### src/rtl/usb2_ulpi.sv
// ULPI link-layer wrapper for the 60 MHz phy_clk domain. It splits PHY
// traffic into RX CMD status and packet bytes, sends outgoing packets with
// turnaround handling, and issues ULPI register writes, including one
// automatic Function Control write after reset.
module usb2_ulpi #(
  parameter logic [7:0]  FUNC_CTRL_INIT = 8'h45,
  parameter logic [15:0] INIT_DELAY     = 16'd60000
) (
  input  logic       phy_clk,
  input  logic       reset,
  input  logic       ulpi_dir,
  input  logic       ulpi_nxt,
  output logic       ulpi_stp,
  input  logic [7:0] ulpi_data_in,
  output logic [7:0] ulpi_data_out,
  output logic       ulpi_data_oe,
  output logic       in_act,
  output logic [7:0] in_byte,
  output logic       in_latch,
  output logic       out_cts,
  output logic       out_nxt,
  input  logic [7:0] out_byte,
  input  logic       out_latch,
  input  logic       out_stp,
  input  logic       reg_wr_req,
  input  logic [5:0] reg_addr,
  input  logic [7:0] reg_data,
  output logic       reg_done,
  output logic [1:0] line_state,
  output logic [1:0] vbus_state,
  output logic       rx_err,
  output logic       tx_abort,
  output logic       phy_ready
);

  typedef enum logic [2:0] {
    ST_INIT,
    ST_IDLE,
    ST_TX,
    ST_STP,
    ST_REG_CMD,
    ST_REG_DATA,
    ST_REG_STP
  } state_t;

  state_t      state, state_nx;
  logic        dir_1;
  logic        bus_free;
  logic [15:0] init_cnt, init_cnt_nx;
  logic [5:0]  wr_addr, wr_addr_nx;
  logic [7:0]  wr_data, wr_data_nx;
  logic        wr_init, wr_init_nx;
  logic [7:0]  data_nx;
  logic        stp_nx, abort_nx, done_nx, ready_nx;
  logic [7:0]  reg_cmd;

  assign bus_free     = ~ulpi_dir & ~dir_1;
  assign ulpi_data_oe = bus_free;
  assign out_cts      = (state == ST_IDLE) & bus_free & ~in_act & phy_ready;
  assign out_nxt      = (state == ST_TX) & ulpi_nxt & ~ulpi_dir;
  assign reg_cmd      = {2'b10, wr_addr};

  // Receive path: RX CMD status, packet bytes and RxActive tracking.
  always_ff @(posedge phy_clk) begin
    if (reset) begin
      dir_1      <= 1'b0;
      in_act     <= 1'b0;
      in_byte    <= '0;
      in_latch   <= 1'b0;
      line_state <= 2'b01;
      vbus_state <= 2'b00;
      rx_err     <= 1'b0;
    end else begin
      dir_1    <= ulpi_dir;
      in_latch <= 1'b0;
      if (ulpi_dir & dir_1) begin
        if (ulpi_nxt) begin
          in_byte  <= ulpi_data_in;
          in_latch <= 1'b1;
        end else begin
          line_state <= ulpi_data_in[1:0];
          vbus_state <= ulpi_data_in[3:2];
          in_act     <= ulpi_data_in[4];
          if (ulpi_data_in[5:4] == 2'b11) rx_err <= 1'b1;
        end
      end else if (ulpi_dir & ~dir_1) begin
        if (ulpi_nxt) in_act <= 1'b1;
      end else if (~ulpi_dir & dir_1) begin
        in_act <= 1'b0;
      end
    end
  end

  // Link-side state and registered bus drive.
  always_ff @(posedge phy_clk) begin
    if (reset) begin
      state         <= ST_INIT;
      init_cnt      <= '0;
      wr_addr       <= '0;
      wr_data       <= '0;
      wr_init       <= 1'b0;
      ulpi_data_out <= '0;
      ulpi_stp      <= 1'b0;
      tx_abort      <= 1'b0;
      reg_done      <= 1'b0;
      phy_ready     <= 1'b0;
    end else begin
      state         <= state_nx;
      init_cnt      <= init_cnt_nx;
      wr_addr       <= wr_addr_nx;
      wr_data       <= wr_data_nx;
      wr_init       <= wr_init_nx;
      ulpi_data_out <= data_nx;
      ulpi_stp      <= stp_nx;
      tx_abort      <= abort_nx;
      reg_done      <= done_nx;
      phy_ready     <= ready_nx;
    end
  end

  // Next-state and next-output decode for transmit and register writes.
  always_comb begin
    state_nx    = state;
    init_cnt_nx = init_cnt;
    wr_addr_nx  = wr_addr;
    wr_data_nx  = wr_data;
    wr_init_nx  = wr_init;
    data_nx     = ulpi_data_out;
    stp_nx      = 1'b0;
    abort_nx    = 1'b0;
    done_nx     = 1'b0;
    ready_nx    = phy_ready;
    case (state)
      ST_INIT: begin
        if (ulpi_dir) begin
          init_cnt_nx = '0;
        end else if (init_cnt == INIT_DELAY - 16'd1) begin
          init_cnt_nx = '0;
          wr_addr_nx  = 6'h04;
          wr_data_nx  = FUNC_CTRL_INIT;
          wr_init_nx  = 1'b1;
          data_nx     = {2'b10, 6'h04};
          state_nx    = ST_REG_CMD;
        end else begin
          init_cnt_nx = init_cnt + 16'd1;
        end
      end
      ST_IDLE: begin
        if (reg_wr_req & out_cts) begin
          wr_addr_nx = reg_addr;
          wr_data_nx = reg_data;
          wr_init_nx = 1'b0;
          data_nx    = {2'b10, reg_addr};
          state_nx   = ST_REG_CMD;
        end else if (out_latch & out_cts) begin
          data_nx  = out_byte;
          state_nx = ST_TX;
        end
      end
      ST_TX: begin
        if (ulpi_dir) begin
          abort_nx = 1'b1;
          data_nx  = '0;
          state_nx = ST_IDLE;
        end else if (out_stp) begin
          stp_nx   = 1'b1;
          data_nx  = '0;
          state_nx = ST_STP;
        end else if (ulpi_nxt) begin
          data_nx = out_byte;
        end
      end
      ST_STP: begin
        state_nx = ST_IDLE;
        if (ulpi_dir) begin
          abort_nx = 1'b1;
          data_nx  = '0;
        end
      end
      // After an interrupted write the bus is parked at 0; the command byte
      // is restated one cycle after the bus frees, and nxt only counts once
      // the command is actually on the bus.
      ST_REG_CMD: begin
        if (~bus_free) begin
          data_nx = '0;
        end else if (ulpi_data_out != reg_cmd) begin
          data_nx = reg_cmd;
        end else if (ulpi_nxt) begin
          data_nx  = wr_data;
          state_nx = ST_REG_DATA;
        end
      end
      ST_REG_DATA: begin
        if (ulpi_dir) begin
          data_nx  = '0;
          state_nx = ST_REG_CMD;
        end else if (ulpi_nxt) begin
          stp_nx   = 1'b1;
          data_nx  = '0;
          state_nx = ST_REG_STP;
        end
      end
      ST_REG_STP: begin
        if (ulpi_dir) begin
          data_nx  = '0;
          state_nx = ST_REG_CMD;
        end else begin
          state_nx = ST_IDLE;
          if (wr_init) ready_nx = 1'b1;
          else         done_nx  = 1'b1;
        end
      end
      default: state_nx = ST_INIT;
    endcase
  end

endmodule

### config.mk
export PLATFORM = sky130hd
export DESIGN_NAME = usb2_ulpi
export DESIGN_NICKNAME = d
export VERILOG_FILES = /design/src/rtl/usb2_ulpi.sv
export SDC_FILE = /design/constraint.sdc
export NUM_CORES = 1
export LEC_CHECK = 0
export ABC_AREA = 0
export BUFFER_PORTS_ARGS = -buffer_cell sky130_fd_sc_hd__buf_2
export CAP_MARGIN = 0
export CORE_MARGIN = 2
export CORE_UTILIZATION = 49
export DETAILED_ROUTE_END_ITERATION = 8
export GPL_ROUTABILITY_DRIVEN = 0
export GPL_TIMING_DRIVEN = 0
export MAX_ROUTING_LAYER = met4
export PLACE_DENSITY = 0.76
export SLEW_MARGIN = 0
export SYNTH_ARGS = -nofsm -noshare
export SYNTH_HDL_FRONTEND = slang
export SYNTH_SLANG_ARGS = --single-unit
### constraint.sdc
create_clock -name phy_clk -period 2 [get_ports phy_clk]
set_input_delay 0.1 -clock phy_clk [delete_from_list [all_inputs] [get_ports phy_clk]]
set_output_delay 0.1 -clock phy_clk [all_outputs]
set_load 0.01 [all_outputs]
# Word-level counts from Yosys, hierarchy flattened
# Index checks and enable logic that the tools add are counted.
# op_classes
n_addsub	1
n_eq_ne	23
n_mux	53
bitwise	18
n_reduce_logical	17
# op_table
operator	n
8-bit 2-to-1 mux	16
8-bit one-hot mux with 6 select lines	1
3-bit 2-to-1 mux	12
16-bit 2-to-1 mux	2
3-bit one-hot mux with 7 select lines	1
6-bit 2-to-1 mux	3
16-bit by 1-bit adder with 16-bit output, second input constant	1
16-bit equality test, second input constant	1
8-bit one-hot mux with 2 select lines	1
8-bit AND reduction	2
1-bit 2-to-1 mux	14
2-bit != test, second input constant	6
6-bit one-hot mux with 2 select lines	1
1-bit AND	11
3-bit equality test, second input constant	3
3-bit != test, second input constant	3
3-bit AND reduction	3
4-bit != test, second input constant	2
8-bit != test	1
2-bit OR reduction	4
1-bit NOT	7
3-bit by 2-bit equality test with 1-bit output, second input constant	2
6-bit nonzero test	1
2-bit by 1-bit != test with 1-bit output, second input constant	2
other kinds (10)	12
# totals
register_bits	62
in_bits	37
output_inout_bits	30
elab_cells	129

# Depth between registers and ports, before layout
# Gate-level depths: netlist (run 1).
# logic_depth
ltp_word	9
depth_mapped	8

# Worst setup path after synthesis (run 1)
# Ideal clock, no wire load.
# synth_timing
kind	reg-to-reg
from	register init_cnt[0]
to	register ulpi_data_out[6]
setup_ns	0.123
arrival_time_ns	1.755
required_time_ns	1.877
setup_slack_ns	0.121
stages_incl_launch_ff	8
period_less_slack_ns	1.879
cell_sequence	dfxtp_1 ha_1 and4_1 nand4_1 a21oi_1 o311ai_4 and2b_2 o2bb2ai_1
# synth_between
elab_chain_len	3
# synth_lines
item	line	text
start, declared	49	logic [15:0] init_cnt, init_cnt_nx;
start signal, assigned	109	init_cnt <= init_cnt_nx;
16-bit equality test	137	end else if (init_cnt == INIT_DELAY - 16'd1) begin
2-bit != test (no source line)	-	
8-bit AND reduction (no source line)	-	
end signal, assigned	113	ulpi_data_out <= data_nx;
end, declared	15	output logic [7:0] ulpi_data_out,
# No other way between the ends.
# A chain may end at the register's enable or synchronous reset.

# Worst setup path in the final report (run 1)
# layout_timing
from	register dir_1
to	register ulpi_data_out[6]
# layout_between
elab_chain_len	8
# layout_lines
item	line	text
start, declared	47	logic dir_1;
start signal, assigned	74	dir_1 <= ulpi_dir;
1-bit NOT (*)	57	assign bus_free = ~ulpi_dir & ~dir_1;
1-bit AND (*)	57	
1-bit AND (3 in series)	59	assign out_cts = (state == ST_IDLE) & bus_free & ~in_act & phy_ready;
1-bit AND, on equally long branches	149, 155	
3-bit by 1-bit != test with 1-bit output (no source line) or 8-bit 2-to-1 mux (tied branches)	-	
8-bit AND reduction (no source line) or 8-bit one-hot mux with 6 select lines (tied branches)	-	
# Every way passes the cells marked *; elsewhere a longest branch is shown, timed or not.

==> results.rst, run 1 <==
.. list-table::
   :header-rows: 1

   * - Metric
     - Value
   * - Result of the run
     - finished, final reports clean
   * - Final instance area
     - a little under 4000 um2
   * - Yosys Warn Count
     - 0
   * - Cell with the most instances after synthesis
     - dfxtp_1
   * - # diodes
     - 0
   * - Post-synth top area cell
     - dfxtp_1
   * - Number of max-slew violations in the final report
     - 0
   * - Maximum number of pins on one net before global-route repair
     - 11
   * - Number of hold violations in the final report
     - 0
   * - Worst hold slack across all endpoints
     - 3.52 ps
   * - Height of the die
     - 82.6 um
   * - Crit Path Category
     - flop to flop
   * - Most used flip-flop cell after synthesis
     - dfxtp_1
   * - Total cell area at the placement stage
     - 3450 um2
   * - Total via count in the routed design
     - 3084
   * - Total clock buffers created by CTS
     - 9
   * - Critical path buffer and inverter count
     - 1
   * - Initial DRT Pass Iterations
     - 5
   * - Cell family with the largest share of critical-path delay
     - compound AO/OA/AOI/OAI gates
   * - CTS root buf
     - clkbuf_8
   * - Hold Startpoint
     - reg_data[6]
   * - Initial standard-cell utilization of the core
     - 0.509
   * - CP max stage delay
     - 370 ps
   * - Worst Setup Start Kind
     - flop
   * - Site row count
     - 28
   * - Clock tree from TritonCTS
     - built
   * - HPWL reported at the end of detailed placement
     - 5.80 mm
   * - Avg WL per Cell
     - 16.7 um
   * - Async set-reset flop share out of synthesis
     - 0
   * - Overall fraction of global-route tracks in use
     - 0.262
   * - Final-report setup violation count
     - 0
   * - CTS H-tree lvls
     - 3
   * - Post-Synthesis Cell Area
     - 3030 um2
   * - Number of cells produced by synthesis
     - 356
   * - Area of the die
     - 6830 um2
   * - Avg Synthesized Cell Area
     - around 8.5 um2
   * - Number of nets in the layout
     - 487
   * - Number of antenna-violating nets in the routed design
     - 0
   * - Total Negative Setup Slacks
     - 0 ps
   * - Start point of the critical path
     - dir_1$_SDFF_PP0_
   * - Min Tclk post-route
     - 1960 ps
   * - Hold crit path type
     - input pin to flop
   * - Cell type of the slowest stage on the worst timing path
     - nor4b_4
   * - Peak supply drop
     - 471 uV
   * - I/O Pins
     - 67
   * - Detail-routed via count per cell
     - between 5 and 6
   * - Top fanout value on the critical path
     - 9
   * - Ranking of synthesized cells by instance count
     - dfxtp_1 (62), nor2_1 (41), nand2_1 (37)
   * - Max-cap viol count
     - 0
   * - Number of antenna violations at the first check in global routing
     - 0
   * - #FFs+latches synth
     - 62
   * - Initial drt markers
     - 194
   * - Top cells by area in the synthesized netlist
     - dfxtp_1 (41%), nor2_1 (5.1%), nand2_1 (4.6%), a21oi_1 (4.1%), a22oi_1 (3.2%)
   * - Core Footprint
     - 5960 um2
   * - Number of enable-type register cells in the synthesized netlist
     - 0
   * - Wire length of the first global-routing pass
     - 13.1 mm
   * - Worst path cell trace
     - buf_2 -> nor4b_4 -> a311oi_2 -> a21oi_2 -> o311ai_4 -> and2b_2 -> o2bb2ai_1
   * - Total power divided by cell area
     - 613 nW/um2
   * - Routed WL
     - 8.84 mm
   * - Residual DRC count
     - 0
   * - Overall die width
     - about 83 um
   * - Data arrival, critical path
     - between 2000 and 2500 ps
   * - # clock sinks
     - 62
   * - Aggregate global routing overflow
     - 0
   * - Worst Max-Slew Pin Slew
     - 617 ps
   * - Beginning of the worst register-to-register path
     - dir_1$_SDFF_PP0_
   * - Vias in the first global route
     - ~2800
   * - Proportion of layout cells with a drive suffix above 1
     - 0.317
   * - Portion of the clock cycle consumed by the worst path in the final layout
     - 0.978
   * - I/O Buffers
     - between 60 and 70
   * - Required time of the critical path
     - around 2200 ps
   * - Clock buffer depth
     - 2
   * - Normalized max-slew margin
     - 0.589
   * - Setup clock skew after layout
     - roughly 4.3 ps
   * - Later-pin clock latency in the skew report
     - between 300 and 400 ps
   * - Clock-pin slew of the registers on the worst-case setup and hold paths
     - 70 ps
   * - Post-Syn Nets
     - 394
   * - Unique masters post-synth
     - 64
   * - Crit path capture type
     - flop
   * - P&R area growth vs syn
     - 28.7%
   * - Achievable clock frequency
     - approximately 510 MHz
   * - Overall power of the completed layout
     - 2.39 mW
   * - Post-synthesis sequential area ratio
     - 0.410
   * - Leakage power
     - between 1.5 and 2 nW
   * - Fraction of post-synthesis cell area in the top cell type by area
     - 0.410
==> per-stage QoR <==
stage / setup WS [ps] / util / cells
finish: 43.1 / 0.654 / 529
global route: -53.6 / 0.654 / 529
CTS: 16.7 / 0.617 / 515
detailed placement: -181 / 0.579 / 496
global placement: -214 / 0.579 / 496
floorplan: 121 / - / 356
==> cell type report <==
type / instances / area [um2]
Multi-Input combinational cell: 258 / 1740
Inverter: 15 / 56.3
Fill cell: 531 / 2060
Timing Repair Buffer: 83 / 468
Tap cell: 75 / 93.8
Buffer: 20 / 119
Clock inverter: 5 / 25.0
Sequential cell: 62 / 1250
Clock buffer: 11 / 141
==> worst reg2reg max path: stages (launching register included) <==
cell,delay (ps)
dfxtp_1,290
buf_2,170
nor4b_4,370
a311oi_2,210
a21oi_2,220
o311ai_4,150
and2b_2,290
o2bb2ai_1,140
==> report_power, final <==
group          internal (mW)  switching (mW)
combinational         0.0768           0.103
sequential              1.24         0.00708
clock                  0.472           0.487
total                   1.79           0.597
==> sequential cells by signal, indices dropped and copies added (netlist names), 2 cells and up <==
name,flops
init_cnt,16
line_state,2
state,3
in_byte,8
wr_data,8
wr_addr,6
ulpi_data_out,8
vbus_state,2
==> cell usage in the layout, fill, tap and decap left out, types with 5 or more instances in the layout <==
master     instances
a21oi_1           23
a221oi_1           8
a22o_1             5
a22oi_1           13
a311oi_1           5
a31oi_1            5
and3_1             5
buf_2             70
buf_4             17
clkbuf_1           7
clkbuf_8          10
clkinv_2           5
dfxtp_1           59
inv_1             14
mux2i_1            5
nand2_1           36
nand3_1            7
nand4_1            5
nor2_1            40
nor3_1             8
o21ai_0           12
o2bb2ai_1          6
xor2_1             6
==> final timing paths <==
kind / endpoint / slack [ps] / depth (start not counted)
setup / recovery: ulpi_data_out[6]$_SDFFE_PP0P_ / 40 / 7
hold / removal: wr_data[6]$_SDFFE_PP0P_ / 4 / 3
setup reg to reg: ulpi_data_out[6]$_SDFFE_PP0P_ / 40 / 7
hold reg to reg: reg_done$_SDFF_PP0_ / 430 / 1
==> timing repair <==
action | CTS | global route
setup buffers | 0 | 15
resized for setup | 9 | 28
hold buffers | 3 | 0
endpoints found under the setup margin | 30 | 32
hold endpoints to repair | 4 | 0
pin swaps | 3 | 12
==> cells by family after synthesis <==
logic type,synth area share
DFF,0.410
adders and majority gates,0.00413
muxes,0.0165
AOI/OAI and AO/OA,0.254
and+or+nand+nor,0.244
xor gates and xnor gates,0.0173
buffers and inverters,0.0541
==> per-layer routing <==
| layer | track usage | share of wire | vias to the layer above |
|---|---|---|---|
| met2 | 0.419 | 0.50 | 85 |
| li1 | - | - | 1499 |
| met3 | 0.0370 | 0.039 | 14 |
| met5 | - | 0 | - |
| met1 | 0.323 | 0.44 | 1486 |
| met4 | 0.130 | 0.018 | 0 |
Note: power is estimated with default switching activity, not from simulation.
==> run 2, diff against run 1 <==
--- a/config.mk
+++ b/config.mk
@@ -5,16 +5,16 @@
 export SDC_FILE = /design/constraint.sdc
 export NUM_CORES = 1
 export LEC_CHECK = 0
-export ABC_AREA = 0
+export ABC_AREA = 1
 export BUFFER_PORTS_ARGS = -buffer_cell sky130_fd_sc_hd__buf_2
 export CAP_MARGIN = 0
 export CORE_MARGIN = 2
-export CORE_UTILIZATION = 49
+export CORE_UTILIZATION = 50
 export DETAILED_ROUTE_END_ITERATION = 8
 export GPL_ROUTABILITY_DRIVEN = 0
 export GPL_TIMING_DRIVEN = 0
 export MAX_ROUTING_LAYER = met4
-export PLACE_DENSITY = 0.76
+export PLACE_DENSITY = 0.77
 export SLEW_MARGIN = 0
 export SYNTH_ARGS = -nofsm -noshare
 export SYNTH_HDL_FRONTEND = slang
==> constraint.sdc (replaced) <==
create_clock -name phy_clk -period 1.65 [get_ports phy_clk]
set_input_delay 0.0825 -clock phy_clk [delete_from_list [all_inputs] [get_ports phy_clk]]
set_output_delay 0.0825 -clock phy_clk [all_outputs]
set_load 0.01 [all_outputs]
==> results.rst, run 2 <==
.. list-table::
   :header-rows: 1

   * - Metric
     - Value
   * - Mux cell area share after synthesis
     - 0 (-0.0165)
   * - Initial DRT Pass Iterations
     - 5 (unchanged)
   * - Count of cells along the worst hold path
     - 3 (unchanged)
   * - I/O Buffers
     - 66 (+1.5%)
   * - Overall die width
     - 85.6 um (+3.6%)
   * - Total power divided by cell area
     - 1140 nW/um2 (+85%)
   * - Clock-pin slew of the registers on the worst-case setup and hold paths
     - 80 ps (about the same)
   * - Hold Startpoint
     - reg_data[1]
   * - Detail-routed via count per cell
     - 5.66 (-2.8%)
   * - Normalized max-slew margin
     - 0.572 (-0.0169)
   * - Number of flip-flops in the largest register
     - 16 (unchanged)
   * - Top fanout value on the critical path
     - 8 (-1)
   * - Avg Synthesized Cell Area
     - 6.55 um2 (-23%)
   * - Max-cap viol count
     - 0 (unchanged)
   * - Core Footprint
     - 6390 um2 (+7.2%)
   * - Share of power burned in the clock network
     - 0.268 (-0.134)
   * - Post-Synthesis Cell Area
     - 3330 um2 (+9.9%)
   * - Adder-cell area share of the yosys netlist
     - 0.00376 (-0.000371)
   * - #FFs+latches synth
     - 62 (unchanged)
   * - Worst reg2reg endpoint
     - ulpi_data_out[6]$_SDFFE_PP0P_
   * - Post-synth top area cell
     - dfxtp_1
   * - I/O Pins
     - 67 (unchanged)
   * - Post-Syn Nets
     - 546 (+39%)
   * - Final-report setup violation count
     - 7 (+7)
   * - Avg WL per Cell
     - 15.5 um (-7.0%)
   * - Total Negative Setup Slacks
     - -166 ps (-166 ps)
   * - Vias in the first global route
     - 3332 (+20%)
   * - Initial standard-cell utilization of the core
     - 0.521 (+0.0125)
   * - Fraction of power consumed by sequential logic
     - 0.341 (-0.182)
   * - Clock tree from TritonCTS
     - built
   * - Worst hold slack across all endpoints
     - -1.52 ps (-5.04 ps)
   * - Worst slack after detailed placement
     - -233 ps (-51.8 ps)
   * - Achievable clock frequency
     - 587 MHz (+15%)
   * - Number of enable-type register cells in the synthesized netlist
     - 0 (unchanged)
   * - Relative contribution of combinational cells to total power
     - 0.391 (+0.316)
   * - Residual DRC count
     - 0 (unchanged)
   * - Layout fillers
     - 519 (-2.3%)
   * - # clock sinks
     - 62 (unchanged)
   * - Crit Path Category
     - flop to flop
   * - Area of the die
     - 7320 um2 (+7.3%)
   * - CTS root buf
     - clkbuf_8
   * - Data arrival, critical path
     - 1980 ps (-200 ps)
   * - Top cells by area in the synthesized netlist
     - dfxtp_1 (37%), nand2_1 (16%), a21oi_1 (6.9%), nor2_1 (6.8%), inv_1 (6.2%)
   * - Cells on worst reg2reg path
     - 9 (+2)
   * - Number of max-slew violations in the final report
     - 0 (unchanged)
   * - Most common library cell in the layout ignoring fill and taps
     - nand2_1
   * - Most used cells in the layout excluding fill and tap cells
     - nand2_1 (127), buf_2 (67), inv_1 (54), dfxtp_1 (52), nor2_1 (50)
   * - Yosys Warn Count
     - 0 (unchanged)
   * - Placed cell count
     - 651 (+31%)
   * - PnR worst setup slack
     - -53.8 ps (-96.9 ps)
   * - Compound-cell area share of the yosys netlist
     - 0.138 (-0.116)
   * - Endpoint of the worst hold-timing path
     - wr_data[1]$_SDFFE_PP0P_
   * - Violated checks
     - negative hold slack, negative setup slack
   * - CTS H-tree lvls
     - 3 (unchanged)
   * - Async set-reset flop share out of synthesis
     - 0 (unchanged)
   * - Fraction of post-synthesis cell area in the top cell type by area
     - 0.373 (-0.0368)
   * - Total via count in the routed design
     - 3942 (+28%)
   * - Internal power consumption
     - 3.09 mW (+73%)
   * - Beginning of the worst register-to-register path
     - state[2]$_SDFFE_PP0P_
   * - Cell with the most instances after synthesis
     - nand2_1
   * - Initial drt markers
     - 378 (+95%)
   * - Ranking of synthesized cells by instance count
     - nand2_1 (138), dfxtp_1 (62), nor2_1 (60)
   * - Number of antenna-violating nets in the routed design
     - 0 (unchanged)
   * - Number of cells produced by synthesis
     - 508 (+43%)
   * - Portion of the clock cycle consumed by the worst path in the final layout
     - 1.03 (+0.0542)
   * - Setup repair after global routing missed its margin
     - true
   * - Routed WL
     - 10.8 mm (+22%)
   * - Site row count
     - 29 (+3.6%)
   * - Largest family of logic cells by synthesized area
     - simple AND/OR/NAND/NOR gates
   * - Number of antenna violations at the first check in global routing
     - 0 (unchanged)
   * - Proportion of layout cells with a drive suffix above 1
     - 0.313 (-0.00377)
   * - HPWL reported at the end of detailed placement
     - 6.76 mm (+16%)
   * - # diodes
     - 0 (unchanged)
   * - Setup clock skew after layout
     - 11.6 ps (+7.29 ps)
   * - Switching power
     - 2.01 mW (+240%)
   * - Leakage power
     - 1.96 nW (+24%)
   * - Hold crit path type
     - input pin to flop
   * - Number of hold violations in the final report
     - 2 (+2)
   * - P&R area growth vs syn
     - 34.8%
   * - Required time of the critical path
     - 1930 ps (-300 ps)
   * - Worst Max-Slew Pin Slew
     - 642 ps (+25.4 ps)
   * - Aggregate global routing overflow
     - 0 (unchanged)
   * - Register-to-register setup slack
     - -50 ps (-100 ps)
   * - Most flop-heavy register
     - init_cnt
   * - Peak supply drop
     - 713 uV (+51%)
   * - Result of the run
     - finished, violations left
   * - Switching share of total power
     - 0.393 (+0.144)
   * - Xor/xnor share of the synthesized area
     - 0.00263 (-0.0147)
   * - Clock buffer depth
     - 2 (unchanged)
   * - Most used flip-flop cell after synthesis
     - dfxtp_1
   * - Worst Setup Start Kind
     - flop
   * - Cell Count, Final, Fillers Out
     - 696 (+32%)
   * - Overall fraction of global-route tracks in use
     - 0.272 (+0.0105)
   * - Total clock buffers created by CTS
     - 9 (unchanged)
   * - Wire length of the first global-routing pass
     - 15.4 mm (+18%)
   * - Overall power of the completed layout
     - 5.10 mW (+110%)
   * - Height of the die
     - 85.6 um (+3.6%)
   * - Crit path capture type
     - flop
   * - Later-pin clock latency in the skew report
     - 350 ps (about the same)
   * - Unique masters post-synth
     - 36 (-44%)
   * - Number of nets in the layout
     - 652 (+34%)
   * - Post-synthesis sequential area ratio
     - 0.373 (-0.0368)
   * - Maximum number of pins on one net before global-route repair
     - 13 (+2)
   * - Simple-Gate Fraction of Synth Area
     - 0.388 (+0.144)
   * - Min Tclk post-route
     - 1700 ps (-253 ps)
==> run 2: cell count changes after synthesis, sizes merged, moves of 6 or more <==
| cell | before | now |
|---|---|---|
| a21oi | 25 | 46 |
| a221oi | 10 | 0 |
| a22oi | 13 | 2 |
| a311oi | 6 | 0 |
| buf | 13 | 6 |
| inv | 15 | 60 |
| nand2 | 39 | 147 |
| nand3 | 7 | 45 |
| nor2 | 43 | 75 |
| o2bb2ai | 6 | 0 |
==> run 2: per-layer routing <==
layer | routed length, um | vias to the layer above | track usage
li1 | - | 1849 | -
met1 | 4380 | 1806 | 0.353
met2 | 4980 | 234 | 0.404
met3 | 998 | 53 | 0.0654
met4 | 457 | 0 | 0.120
met5 | 0 | - | -
==> run 2: worst max-delay path by stage <==
stage	from	to	slack, ps	cells after the start
2_1_floorplan	init_cnt[0]$_SDFFE_PP0P_	wr_data[7]$_SDFFE_PP0P_	80	8
3_3_place_gp	init_cnt[0]$_SDFFE_PP0P_	wr_data[7]$_SDFFE_PP0P_	-190	8
3_5_place_dp	init_cnt[0]$_SDFFE_PP0P_	wr_data[7]$_SDFFE_PP0P_	-230	8
4_1_cts	state[1]$_SDFFE_PP0P_	ulpi_data_out[4]$_SDFFE_PP0P_	-3	9
5_1_grt	state[0]$_SDFFE_PP0P_	ulpi_data_out[6]$_SDFFE_PP0P_	-130	12
6_report	state[2]$_SDFFE_PP0P_	ulpi_data_out[6]$_SDFFE_PP0P_	-50	9
==> run 2: critical path: stages, from the launching register on <==
cell and delay (ps):
dfxtp_2 370, inv_6 120, nand3_2 120, nor2_2 210, nand2_2 130, nand3_2 140
nand2_8 70, nor2_4 230, nand2_2 100, a21oi_2 130
==> run 2: kinds of logic after synthesis <==
family / count (synthesis)
AOI/OAI and AO/OA: 81
DFF: 62
xor gates and xnor gates: 1
and+or+nand+nor: 288
buffers and inverters: 75
adders and majority gates: 1
==> run 2: power by group through the flow <==
stage	clock (mW)	sequential, mW	combinational [mW]
after floorplan	0	1.75	0.973
after global placement	0	1.75	1.33
after detailed placement	0	1.75	1.35
after CTS	1.38	1.73	1.51
after global routing	1.44	1.75	2.14
final	1.37	1.74	1.99
==> run 2: cell type report <==
cell class                 count  area [um2]  area share
sequential                    62        1250       0.279
inverter                      62         243      0.0541
buffer                        13        87.6      0.0195
clock inverter                 7        73.8      0.0165
tap                           77        96.3      0.0215
multi-input combinational    373        2030       0.454
timing repair buffer          93         573       0.128
clock buffer                   9         124      0.0276
==> run 2: stage by stage <==
step,utilization,area (um2)
after floorplan,-,3330
after global placement,0.588,3750
after detailed placement,0.588,3750
after CTS,0.645,4120
after global routing,0.702,4490
final,0.702,4490
==> run 2: what timing repair did <==
item	CTS	global route
hold endpoints to repair	6	0
pin swaps	6	20
setup buffers	4	17
gates resized for setup	16	61
endpoints found under the setup margin	35	37
hold buffers	6	0
cloned	0	2
==> run 3, diff against run 2 <==
--- a/config.mk
+++ b/config.mk
@@ -9,12 +9,10 @@
 export BUFFER_PORTS_ARGS = -buffer_cell sky130_fd_sc_hd__buf_2
 export CAP_MARGIN = 0
 export CORE_MARGIN = 2
-export CORE_UTILIZATION = 50
+export CORE_UTILIZATION = 33
 export DETAILED_ROUTE_END_ITERATION = 8
 export GPL_ROUTABILITY_DRIVEN = 0
 export GPL_TIMING_DRIVEN = 0
-export MAX_ROUTING_LAYER = met4
-export PLACE_DENSITY = 0.77
 export SLEW_MARGIN = 0
 export SYNTH_ARGS = -nofsm -noshare
 export SYNTH_HDL_FRONTEND = slang
==> results.rst, run 3 (same netlist as run 2, synthesis figures left out) <==
.. list-table::
   :header-rows: 1

   * - Metric
     - Value
   * - Height of the die
     - 104 um (+22%)
   * - Portion of the clock cycle consumed by the worst path in the final layout
     - 0.985 (-0.0477)
   * - Total clock buffers created by CTS
     - 9 (unchanged)
   * - Most used cells in the layout excluding fill and tap cells
     - nand2_1 (133), buf_2 (67), inv_1 (54), dfxtp_1 (53), nor2_1 (52)
   * - Crit path capture type
     - flop
   * - Number of antenna-violating nets in the routed design
     - 0 (unchanged)
   * - Site row count
     - 36 (+24%)
   * - Wire length of the first global-routing pass
     - 16.6 mm (+8.0%)
   * - Total power divided by cell area
     - 1050 nW/um2 (-7.3%)
   * - Cell type of the slowest stage on the worst timing path
     - dfxtp_1
   * - Start point of the critical path
     - phy_ready$_SDFFE_PP0P_
   * - Min Tclk post-route
     - 1630 ps (-78.7 ps)
   * - Number of nets in the layout
     - 645 (-1.1%)
   * - Post-layout utilization of the core
     - 0.450 (-0.253)
   * - Worst Setup Start Kind
     - flop
   * - Worst Max-Slew Pin Slew
     - 666 ps (+23.8 ps)
   * - HPWL reported at the end of detailed placement
     - 7.08 mm (+4.8%)
   * - Detail-routed via count per cell
     - 4.88 (-14%)
   * - Core Footprint
     - 9770 um2 (+53%)
   * - Final-report setup violation count
     - 0 (-7)
   * - Clock-pin slew of the registers on the worst-case setup and hold paths
     - 70 ps (about the same)
   * - Hold Startpoint
     - reg_data[7]
   * - Avg WL per Cell
     - 13.4 um (-14%)
   * - Routed WL
     - 9.99 mm (-7.6%)
   * - Initial DRT Pass Iterations
     - 4 (-1)
   * - CTS H-tree lvls
     - 3 (unchanged)
   * - Cell repeated most along the worst path
     - nor2_2
   * - Maximum number of pins on one net before global-route repair
     - 11 (-2)
   * - Leakage power
     - 1.90 nW (-3.2%)
   * - Vias in the first global route
     - 3505 (+5.2%)
   * - CP max stage delay
     - 330 ps (-40 ps)
   * - Clock buffer depth
     - 2 (unchanged)
   * - Overall die width
     - 104 um (+22%)
   * - # clock sinks
     - 62 (unchanged)
   * - CTS root buf
     - clkbuf_8
   * - Share of power burned in the clock network
     - 0.256 (-0.012)
   * - Hold crit path type
     - input pin to flop
   * - Number of max-slew violations in the final report
     - 0 (unchanged)
   * - Switching share of total power
     - 0.384 (-0.00919)
   * - Aggregate global routing overflow
     - 0 (unchanged)
   * - Beginning of the worst register-to-register path
     - phy_ready$_SDFFE_PP0P_
   * - Total via count in the routed design
     - 3637 (-7.7%)
   * - # diodes
     - 0 (unchanged)
   * - Setup repair after global routing missed its margin
     - true
   * - Number of antenna violations at the first check in global routing
     - 0 (unchanged)
   * - Worst path cell trace
     - inv_1 -> nor2_2 -> nand2_2 -> o21ai_2 -> nor2_1 -> nor2_2 -> nand3_4 -> nand2_1 -> a21oi_2
   * - I/O Pins
     - 67 (unchanged)
   * - Normalized max-slew margin
     - 0.556 (-0.0159)
   * - Initial standard-cell utilization of the core
     - 0.341 (-0.181)
   * - Result of the run
     - finished, final reports clean
   * - Setup clock skew after layout
     - 13.1 ps (+1.49 ps)
   * - Max-cap viol count
     - 0 (unchanged)
   * - Proportion of layout cells with a drive suffix above 1
     - 0.281 (-0.0324)
   * - Area of the die
     - 10900 um2 (+49%)
   * - Peak supply drop
     - 488 uV (-32%)
   * - Crit Path Category
     - flop to flop
   * - Residual DRC count
     - 0 (unchanged)
   * - Clock tree from TritonCTS
     - built
   * - Number of hold violations in the final report
     - 0 (-2)
   * - Data arrival, critical path
     - 1830 ps (-150 ps)
   * - PnR worst setup slack
     - 24.9 ps (+78.7 ps)
   * - Most common library cell in the layout ignoring fill and taps
     - nand2_1
   * - Required time of the critical path
     - 1860 ps (-70 ps)
   * - Overall fraction of global-route tracks in use
     - 0.187 (-0.0857)
   * - Switching power
     - 1.78 mW (-11%)
   * - Initial drt markers
     - 182 (-52%)
   * - Achievable clock frequency
     - 615 MHz (+4.8%)
   * - I/O Buffers
     - 66 (unchanged)
   * - P&R area growth vs syn
     - 32.0%
   * - Worst hold slack across all endpoints
     - 14.2 ps (+15.7 ps)
   * - Internal power consumption
     - 2.85 mW (-7.8%)
   * - Top fanout value on the critical path
     - 10 (+2)
   * - Relative contribution of combinational cells to total power
     - 0.368 (-0.023)
   * - Later-pin clock latency in the skew report
     - 350 ps (about the same)
   * - Most flop-heavy register
     - init_cnt
   * - Fraction of power consumed by sequential logic
     - 0.375 (+0.034)
   * - Number of flip-flops in the largest register
     - 16 (unchanged)
   * - Worst slack after detailed placement
     - -277 ps (-44.4 ps)
==> run 3: repair_timing <==
action,CTS,global route
gates resized for setup,17,40
setup endpoints to repair,35,37
endpoints found under the hold margin,12,0
pin swaps,4,8
hold buffers,12,0
setup buffers,1,9
==> run 3: final timing paths <==
path | to | slack (ps) | cells past startpoint
setup reg to reg | ulpi_data_out[3]$_SDFFE_PP0P_ | 20 | 9
hold reg to reg | in_byte[7]$_SDFFE_PP0P_ | 460 | 2
hold / removal | wr_data[7]$_SDFFE_PP0P_ | 10 | 3
setup / recovery | ulpi_data_out[3]$_SDFFE_PP0P_ | 20 | 9
==> run 3: routing by layer <==
metal | vias to the layer above | track usage | part of all wire
met5 | - | 0 | 0
met4 | 0 | 0.0531 | 0.017
met3 | 19 | 0.0470 | 0.070
met2 | 114 | 0.308 | 0.47
met1 | 1672 | 0.241 | 0.44
li1 | 1832 | - | -
==> run 3: power by group through the flow <==
stage	Clock [mW]	Combinational (mW)	Sequential, mW
floorplan	0	0.973	1.75
global placement	0	1.36	1.75
detailed placement	0	1.37	1.75
CTS	1.22	1.51	1.72
global route	1.28	1.88	1.75
finish	1.19	1.71	1.74
==> run 3: final cells by class <==
| type | count | area (um2) |
|---|---|---|
| sequential | 62 | 1250 |
| buffer | 13 | 87.6 |
| clock inverter | 4 | 22.5 |
| multi-input combinational | 371 | 1940 |
| tap | 133 | 166 |
| fill | 1056 | 5380 |
| timing repair buffer | 88 | 538 |
| clock buffer | 12 | 145 |
| inverter | 62 | 238 |
==> run 3: worst max-delay path, delay by kind of cell, from the launching register on <==
kind / cells / cell delay [ps]
buf+inv: 1 / 60
simple gates: 6 / 810
compound gates: 2 / 290
flops: 1 / 330
==> run 3: through the flow <==
step                      cell area (um2)  total power [mW]  TNS (ps)  cells
after global placement               3820              3.10     -4200    707
final                                4390              4.63         0    745
after global routing                 4390              4.92     -1090    745
after detailed placement             3820              3.12     -4430    707
after CTS                            4190              4.45         0    736
after floorplan                      3330              2.72         0    508
